===== config.mk =====
export PLATFORM = sky130hd
export DESIGN_NAME = alu_lane_sel_sched
export DESIGN_NICKNAME = d
export VERILOG_FILES = /design/src/rtl/alu_lane_sel_sched.sv
export SDC_FILE = /design/constraint.sdc
export NUM_CORES = 1
export LEC_CHECK = 0
export ABC_AREA = 1
export ABC_CLOCK_PERIOD_IN_PS = 2900
export CAP_MARGIN = 20
export CELL_PAD_IN_SITES_DETAIL_PLACEMENT = 0
export CELL_PAD_IN_SITES_GLOBAL_PLACEMENT = 2
export CORE_MARGIN = 5
export CORE_UTILIZATION = 21
export DETAILED_ROUTE_END_ITERATION = 6
export GPL_TIMING_DRIVEN = 0
export PLACE_DENSITY = 0.83
export SLEW_MARGIN = 20
export SYNTH_ARGS = -nofsm -noshare
export SYNTH_HDL_FRONTEND = slang
export SYNTH_SLANG_ARGS = --single-unit
export TNS_END_PERCENT = 5

===== constraint.sdc =====
create_clock -name clk -period 2.9 [get_ports clk]
set_input_delay 0.435 -clock clk [delete_from_list [all_inputs] [get_ports clk]]
set_output_delay 0.435 -clock clk [all_outputs]
set_load 0.05 [all_outputs]

===== src/rtl/alu_lane_sel_sched.sv =====
// alu_lane_sel_sched: round-robin scheduler sharing one 8-lane x 3-bit ALU
// lane-select channel between NREQ requesters. Expands op-dependent select
// operands into the 24-bit select vector and sequences the 8-beat ALU_BFP op.
// Optional macro ALU_LANE_SEL_SCHED_PERF_EN adds perf_cmds/perf_stall counters.
//
// state  | meaning
// IDLE   | output register empty
// HOLD   | single-beat or final BFP beat presented
// BFP    | multi-beat BFP sequence active (beats 0..6)
module alu_lane_sel_sched #(
  parameter  int NREQ = 2,
  localparam int IDW  = (NREQ > 1) ? $clog2(NREQ) : 1
) (
  input  logic                 clk,
  input  logic                 rst,
  input  logic [NREQ-1:0]      req_valid,
  output logic [NREQ-1:0]      req_ready,
  input  logic [NREQ*7-1:0]    req_op,
  input  logic [NREQ*24-1:0]   req_sel_n,
  input  logic [NREQ*8-1:0]    req_sel_b,
  input  logic [NREQ*2-1:0]    req_sel_h,
  output logic                 out_valid,
  input  logic                 out_ready,
  output logic [23:0]          out_sel,
  output logic [IDW-1:0]       out_src,
  output logic                 out_last,
`ifdef ALU_LANE_SEL_SCHED_PERF_EN
  output logic [31:0]          perf_cmds,
  output logic [31:0]          perf_stall,
`endif
  output logic                 busy
);

  typedef enum logic [1:0] {S_IDLE, S_HOLD, S_BFP} state_t;

  localparam logic [6:0] OP_B   = 7'd1;
  localparam logic [6:0] OP_H   = 7'd2;
  localparam logic [6:0] OP_BFP = 7'd3;

  state_t          state_q, state_d;
  logic            out_valid_q, out_valid_d;
  logic [23:0]     out_sel_q, out_sel_d;
  logic [IDW-1:0]  out_src_q, out_src_d;
  logic            out_last_q, out_last_d;
  logic [IDW-1:0]  rr_q, rr_d;
  logic [2:0]      beat_q, beat_d;

  logic            found;
  logic [IDW-1:0]  win;
  logic            accept;
  logic            hs;
  logic [6:0]      win_op;
  logic [23:0]     win_sel_n;
  logic [7:0]      win_sel_b;
  logic [1:0]      win_sel_h;
  logic [23:0]     exp_sel;
  logic [2:0]      beat_nx;

  // Round-robin search starting at the rr pointer, wrapping around
  always_comb begin
    found = 1'b0;
    win   = '0;
    for (int i = 0; i < NREQ; i++) begin
      if (!found && req_valid[(int'(rr_q) + i) % NREQ]) begin
        found = 1'b1;
        win   = IDW'((int'(rr_q) + i) % NREQ);
      end
    end
  end

  assign accept    = (state_q == S_IDLE) || ((state_q == S_HOLD) && out_ready);
  assign hs        = accept && found;
  assign req_ready = (hs && !rst) ? (NREQ'(1) << win) : '0;

  assign win_op    = req_op[int'(win)*7 +: 7];
  assign win_sel_n = req_sel_n[int'(win)*24 +: 24];
  assign win_sel_b = req_sel_b[int'(win)*8 +: 8];
  assign win_sel_h = req_sel_h[int'(win)*2 +: 2];

  // Expand the winner's operands into the 8x3 lane-select vector
  always_comb begin
    exp_sel = win_sel_n;
    case (win_op)
      OP_B: begin
        for (int b = 0; b < 4; b++)
          for (int j = 0; j < 2; j++)
            exp_sel[3*(2*b+j) +: 3] = {win_sel_b[2*b +: 2], 1'(j)};
      end
      OP_H: begin
        for (int h = 0; h < 2; h++)
          for (int j = 0; j < 4; j++)
            exp_sel[3*(4*h+j) +: 3] = {win_sel_h[h], 2'(j)};
      end
      default: exp_sel = win_sel_n;
    endcase
  end

  assign beat_nx = beat_q + 3'd1;

  // Next-state and registered-output computation
  always_comb begin
    state_d     = state_q;
    out_valid_d = out_valid_q;
    out_sel_d   = out_sel_q;
    out_src_d   = out_src_q;
    out_last_d  = out_last_q;
    rr_d        = rr_q;
    beat_d      = beat_q;
    if (state_q == S_BFP) begin
      if (out_ready) begin
        beat_d    = beat_nx;
        out_sel_d = {8{beat_nx}};
        if (beat_nx == 3'd7) begin
          out_last_d = 1'b1;
          state_d    = S_HOLD;
        end
      end
    end else if (hs) begin
      out_valid_d = 1'b1;
      out_src_d   = win;
      rr_d        = IDW'((int'(win) + 1) % NREQ);
      if (win_op == OP_BFP) begin
        state_d    = S_BFP;
        beat_d     = 3'd0;
        out_sel_d  = '0;
        out_last_d = 1'b0;
      end else begin
        state_d    = S_HOLD;
        out_sel_d  = exp_sel;
        out_last_d = 1'b1;
      end
    end else if (state_q == S_HOLD && out_ready) begin
      state_d     = S_IDLE;
      out_valid_d = 1'b0;
    end
  end

  // State and output registers; reset drops any in-flight command
  always_ff @(posedge clk or posedge rst) begin
    if (rst) begin
      state_q     <= S_IDLE;
      out_valid_q <= 1'b0;
      out_sel_q   <= '0;
      out_src_q   <= '0;
      out_last_q  <= 1'b0;
      rr_q        <= '0;
      beat_q      <= '0;
    end else begin
      state_q     <= state_d;
      out_valid_q <= out_valid_d;
      out_sel_q   <= out_sel_d;
      out_src_q   <= out_src_d;
      out_last_q  <= out_last_d;
      rr_q        <= rr_d;
      beat_q      <= beat_d;
    end
  end

  assign out_valid = out_valid_q;
  assign out_sel   = out_sel_q;
  assign out_src   = out_src_q;
  assign out_last  = out_last_q;
  assign busy      = out_valid_q | (state_q == S_BFP);

`ifdef ALU_LANE_SEL_SCHED_PERF_EN
  logic [31:0] perf_cmds_q, perf_cmds_d;
  logic [31:0] perf_stall_q, perf_stall_d;

  // Saturating command and stall counters
  always_comb begin
    perf_cmds_d  = perf_cmds_q;
    perf_stall_d = perf_stall_q;
    if (hs && perf_cmds_q != 32'hFFFF_FFFF)
      perf_cmds_d = perf_cmds_q + 32'd1;
    if (out_valid_q && !out_ready && perf_stall_q != 32'hFFFF_FFFF)
      perf_stall_d = perf_stall_q + 32'd1;
  end

  // Counter registers
  always_ff @(posedge clk or posedge rst) begin
    if (rst) begin
      perf_cmds_q  <= '0;
      perf_stall_q <= '0;
    end else begin
      perf_cmds_q  <= perf_cmds_d;
      perf_stall_q <= perf_stall_d;
    end
  end

  assign perf_cmds  = perf_cmds_q;
  assign perf_stall = perf_stall_q;
`endif

endmodule


==> metrics.txt, run 1 <==
Die W 113 um; Ports 117; CTS clk-pin slew, worst paths 70 ps; Mapped Cells 332; worst skew pair latency 290 ps; final setup fails 0; I/O Buffers 116; drt pass-1 iters 4; Routed Antenna Nets 0; Worst slew margin 51.4%; GPL Wtd Cong 0.763; post-CTS setup buffers 0; Mapped Nets 421; HP Class reg2reg; setup TNS 0 ps; Least-Margin Pin Slew 728 ps; Tcrit/Tclk final 94.1%; CTS sink count 33; fill count 1,155; pwr dens 503 mW/mm^2; first-pass GRT wire length 13,100 um; total global routing overflow 0; CP Max Fanout 10; pre-CTS WS -226 ps; switching part of the total power 42.6%; number of CTS-inserted buffers 5; design area 0.00364 mm^2; Vias 2,523; 1st-iter DRT viols 154; reg2reg end out_sel[14]$_DFFE_PP0P_; Avg WL per Cell 13.9 um; FF-to-FF path depth 9; FMAX 366 MHz; Inserted Diodes 0; initial antenna violation count 0; status finished, final reports clean; peak supply drop 0.156 mV; average vias per placed instance 4.28; layout cell share with drive strength beyond 1 7.05%; RSZ-0062 raised after global routing true; critical path type in2out; power share of the sequential group 32.5%; Int Power 1.05 mW; final hold slack 481 ps; sw power 779 uW; crit path DAT 2290 ps; post-synth top area cell dfrtp_1; WHS Path Cells 2; Comb power frac 49.7%; Synth Cell Area 0.00224 mm^2; H-Tree Depth 2; total die area 0.0128 mm^2; most common cell after layout, fill and taps aside clkdlybuf4s50_1; placed cell areas 0.00357 mm^2; worst hold path endpoint out_src$_DFFE_PP0P_; # rows 37; FF-to-FF setup slack 930 ps; CTS Root Cell clkbuf_8; Routed WL 8200 um; vias in the first global route 2,638; Clock Path Buffers 2; Clk pwr share 17.9%; Area Overhead vs Synth 62.4%; Core Region 0.0104 mm^2; share of the synthesized area in the top cell type 36.9%; largest net degree at the start of global routing 34; Final Critical Period 2730 ps; Yosys reg bits 33; nets 544; gr usage total 12.8%; post-route worst setup slack 171 ps; Starting Density 21.6%; Fin. Hold Viols 0; Worst Setup End Kind primary output; hold buffer count at CTS 0; Yosys warning count 0; CTS tree yes; most frequent cells in the layout clkdlybuf4s50_1, nand2_1, nor2_1, nand3_1, dfrtp_1; Die Ht 113 um; Slew Limit Fails 0; Residual DRC 0; max_cap viols 0; Yosys cell types 29; Mapped Avg Cell Area 6.75 um^2; Pleak 1.74 nW; Clock Skew 6.91 ps; startpoint types primary input; WP data required 2470 ps; R2R Path Start state_q[0]$_DFFE_PP0P_; Post-DP HPWL 6800 um; Hold Crit Start out_src$_DFFE_PP0P_; sequential area share after synthesis 36.9%; Synth area leaders dfrtp_1, nand2_1, nand3_1, nor2_1, mux2i_1
==> Yosys cell counts <==
cell	number
inv_2	4
clkbuf_1	6
o21ai_1	4
dfrtp_1	33
a21oi_1	10
nand3b_1	2
nand3_1	39
or2_2	2
buf_1	1
xnor2_1	1
buf_2	5
nand2_1	104
nand3_2	1
nand4_1	1
nor2_4	1
o21ai_0	14
nand2_4	3
nor3_1	3
buf_6	2
buf_4	1
o21bai_1	8
o22ai_1	1
inv_1	18
nand2_2	4
nor2_1	50
ha_1	2
nor2_2	1
mux2i_1	8
o211ai_1	3
==> routing by layer <==
layer  wire length (um)  vias up  global-route usage [%]
met1               3570     1124                    15.9
met4                119        0                    4.09
met5                  0        -                       0
met2               3970       81                    21.5
li1                   -     1312                       -
met3                536        6                    3.53
==> cell type report <==
cell class                 count  area, um^2  area share, %
clock buffer                   5        68.8           1.89
clock inverter                 1        5.00          0.138
tap                          136         170           4.68
inverter                      22        82.6           2.27
sequential                    33         826           22.7
timing repair buffer         116        1150           31.7
buffer                        15        81.3           2.23
multi-input combinational    262        1250           34.4
==> power by group through the flow <==
stage / clock [mW] / combinational (mW) / sequential, mW
2_1_floorplan: 0 / 0.268 / 0.874
3_3_place_gp: 0 / 0.918 / 0.601
3_5_place_dp: 0 / 0.921 / 0.604
4_1_cts: 0.335 / 0.922 / 0.596
5_1_grt: 0.359 / 0.979 / 0.606
6_report: 0.327 / 0.909 / 0.594
==> kinds of logic after synthesis <==
logic type,share of synthesized area [%]
simple gates,40.5
compound gates,10.2
flops,36.9
mux,3.57
buf+inv,7.31
fa+ha+maj,1.12
xor+xnor,0.391
==> repair_timing <==
action | in CTS | in global routing
resized for setup | 2 | 2
gates cloned | 0 | 0
setup endpoints to repair | 2 | 2
==> metrics by stage <==
stage | util (%) | std cells | power (mW)
2_1_floorplan | - | 332 | 1.14
3_3_place_gp | 34.4 | 584 | 1.52
3_5_place_dp | 34.4 | 584 | 1.53
4_1_cts | 35.1 | 590 | 1.85
5_1_grt | 35.1 | 590 | 1.94
6_report | 35.1 | 590 | 1.83
==> worst max-delay path, stage by stage <==
cell             delay [ps]
clkdlybuf4s50_1         490
nand2_2                 110
nand2_4                 130
inv_2                   100
clkbuf_1                250
nor3_1                  210
dlygate4sd2_1           550
==> how the worst max path moves through the flow <==
| stage | start | end | depth (start not counted) |
|---|---|---|---|
| 3_3_place_gp | req_valid[1] | req_ready[1] | 7 |
| 5_1_grt | req_valid[1] | req_ready[0] | 6 |
| 4_1_cts | req_valid[1] | req_ready[1] | 7 |
| 6_report | req_valid[0] | req_ready[0] | 7 |
| 2_1_floorplan | req_valid[0] | req_ready[0] | 5 |
| 3_5_place_dp | req_valid[1] | req_ready[1] | 7 |
==> registers in the layout, summed over array words and instances (netlist names) <==
name	cells
out_src	1
rr_q	1
out_valid	1
beat_q	3
out_last	1
state_q	2
out_sel	24
(Power assumes the default switching activity.)
==> run 2: changes to the inputs <==
CTS_CLUSTER_DIAMETER = 40   (was not set)
==> results of run 2 <==
No change in the layout: final DEF, timing and power equal those of run 1.
==> run 3: changes to the inputs <==
REMOVE_ABC_BUFFERS = 1   (was not set)
==> metrics.txt, run 3 (synthesized netlist as in run 1, its figures left out) <==
Least-Margin Pin Slew 748 ps (+19.3 ps); HP Class reg2reg; Worst Setup End Kind primary output; Vias 2,470 (-2.1%); total power 1.85 mW (+1.2%); startpoint types primary input; crit path DAT 2330 ps (+40 ps); Tcrit/Tclk final 95.2% (+1.1 points); DP Cell Count 569 (-2.6%); nets 530 (-2.6%); largest net degree at the start of global routing 38 (+12%); CTS Root Cell clkbuf_8; vias in the first global route 2,673 (+1.3%); placed cell areas 0.00349 mm^2 (-2.3%); pre-CTS WS -732 ps (-506 ps); Int Power 1.06 mW (+0.47%); CTS sink count 33 (unchanged); setup TNS 0 ps (unchanged); initial antenna violation count 0 (unchanged); slowest stage delay, CP 530 ps (-20 ps); Starting Density 21.6% (unchanged); Clock Skew 5.68 ps (-1.24 ps); H-Tree Depth 2 (unchanged); CTS clk-pin slew, worst paths 80 ps (about the same); pwr dens 512 mW/mm^2 (+1.9%); Pleak 1.70 nW (-2.1%); Die W 113 um (unchanged); Post-DP HPWL 6010 um (-12%); GPL Wtd Cong 0.749 (-1.9%); sw power 796 uW (+2.1%); average vias per placed instance 4.27 (about the same); max_cap viols 0 (unchanged); 1st-iter DRT viols 80 (-48%); drt pass-1 iters 4 (unchanged); I/O Buffers 116 (unchanged); FF-to-FF setup slack 550 ps (-380 ps); status finished, final reports clean; Slowest-stage cell, CP clkdlybuf4s50_1; Clock Path Buffers 2 (unchanged); worst skew pair latency 280 ps (about the same); total die area 0.0128 mm^2 (unchanged); design area 0.00361 mm^2 (-0.69%); Residual DRC 0 (unchanged); Worst slew margin 50.1% (-1.3 points); switching part of the total power 43.0% (+0.39 points); critical-path cell list clkdlybuf4s50_1 > inv_1 > a21oi_1 > o21ai_1 > nor2_1 > inv_1 > nor2_1 > dlygate4sd2_1; most frequent cells in the layout clkdlybuf4s50_1, nand2_1, nor2_1, nand3_1, dfrtp_1; Clk pwr share 19.3% (+1.4 points); final setup fails 0 (unchanged); Comb power frac 48.8% (-0.9 points); Routed WL 7930 um (-3.3%); # rows 37 (unchanged); power share of the sequential group 31.9% (-0.6 points); Ports 117 (unchanged); WP data required 2470 ps (about the same); CTS tree yes; gr usage total 12.4% (-0.39 points); Avg WL per Cell 13.7 um (-1.2%); Inserted Diodes 0 (unchanged); post-route worst setup slack 140 ps (-31.2 ps); FMAX 362 MHz (-1.1%); CP Max Fanout 8 (-2); critical path type in2out; peak supply drop 0.157 mV (+0.58%); first-pass GRT wire length 13,100 um (-0.43%); total global routing overflow 0 (unchanged); Finished Layout Cells 578 (-2.0%); number of CTS-inserted buffers 5 (unchanged); Slew Limit Fails 0 (unchanged); final hold slack 488 ps (+7.07 ps); post-CTS setup buffers 0 (unchanged); Fin. Hold Viols 0 (unchanged); Routed Antenna Nets 0 (unchanged); number of flip-flops in the largest register 24 (unchanged); most common cell after layout, fill and taps aside clkdlybuf4s50_1; RSZ-0062 raised after global routing false; Die Ht 113 um (unchanged); fin util 34.9% (-0.24 points); layout cell share with drive strength beyond 1 6.79% (-0.26 points); Core Region 0.0104 mm^2 (unchanged); Area Overhead vs Synth 61.3%; Final Critical Period 2760 ps (+31.2 ps)
==> run 3: path summary, 6_finish.rpt <==
check	from	to	cells after the start
min	out_sel[18]$_DFFE_PP0P_	out_sel[18]$_DFFE_PP0P_	2
max in group asynchronous	rst	state_q[1]$_DFFE_PP0P_	2
min in group asynchronous	rst	rr_q$_DFFE_PP0P_	2
max reg2reg	rr_q$_DFFE_PP0P_	out_sel[2]$_DFFE_PP0P_	11
max	out_ready	req_ready[1]	8
min reg2reg	out_sel[18]$_DFFE_PP0P_	out_sel[18]$_DFFE_PP0P_	2
==> run 3: area by class of cell <==
type	instances	area (um^2)
Fill cell	1154	6760
Clock buffer	5	68.8
Multi-Input combinational cell	262	1270
Tap cell	136	170
Clock inverter	3	22.5
Timing Repair Buffer	116	1160
Inverter	22	93.8
Timing Repair inverter	1	5.00
Sequential cell	33	826
==> run 3: critical path: cells and delay by family <==
family | cells | cell delay [ps]
buffers and inverters | 4 | 1210
and+or+nand+nor | 2 | 290
AOI/OAI and AO/OA | 2 | 380
==> run 3: metal layers <==
metal	vias to the layer above	part of all wire, %	GRT usage, %
li1	1286	-	-
met1	1096	46	15.9
met2	86	46	21.0
met3	2	7.5	3.80
met4	0	0.37	2.00
met5	-	0	0
==> run 3: power by group through the flow <==
| stage | Sequential (mW) | Combinational, mW | Clock [mW] |
|---|---|---|---|
| 5_1_grt | 0.604 | 0.971 | 0.397 |
| 3_5_place_dp | 0.600 | 0.905 | 0 |
| 4_1_cts | 0.591 | 0.908 | 0.377 |
| 2_1_floorplan | 0.874 | 0.258 | 0 |
| 3_3_place_gp | 0.596 | 0.902 | 0 |
| 6_report | 0.590 | 0.904 | 0.357 |
==> run 3: timing repair <==
action	CTS	global route
endpoints found under the setup margin	26	17
gates cloned	0	1
gates resized for setup	5	6
hold buffers	0	0
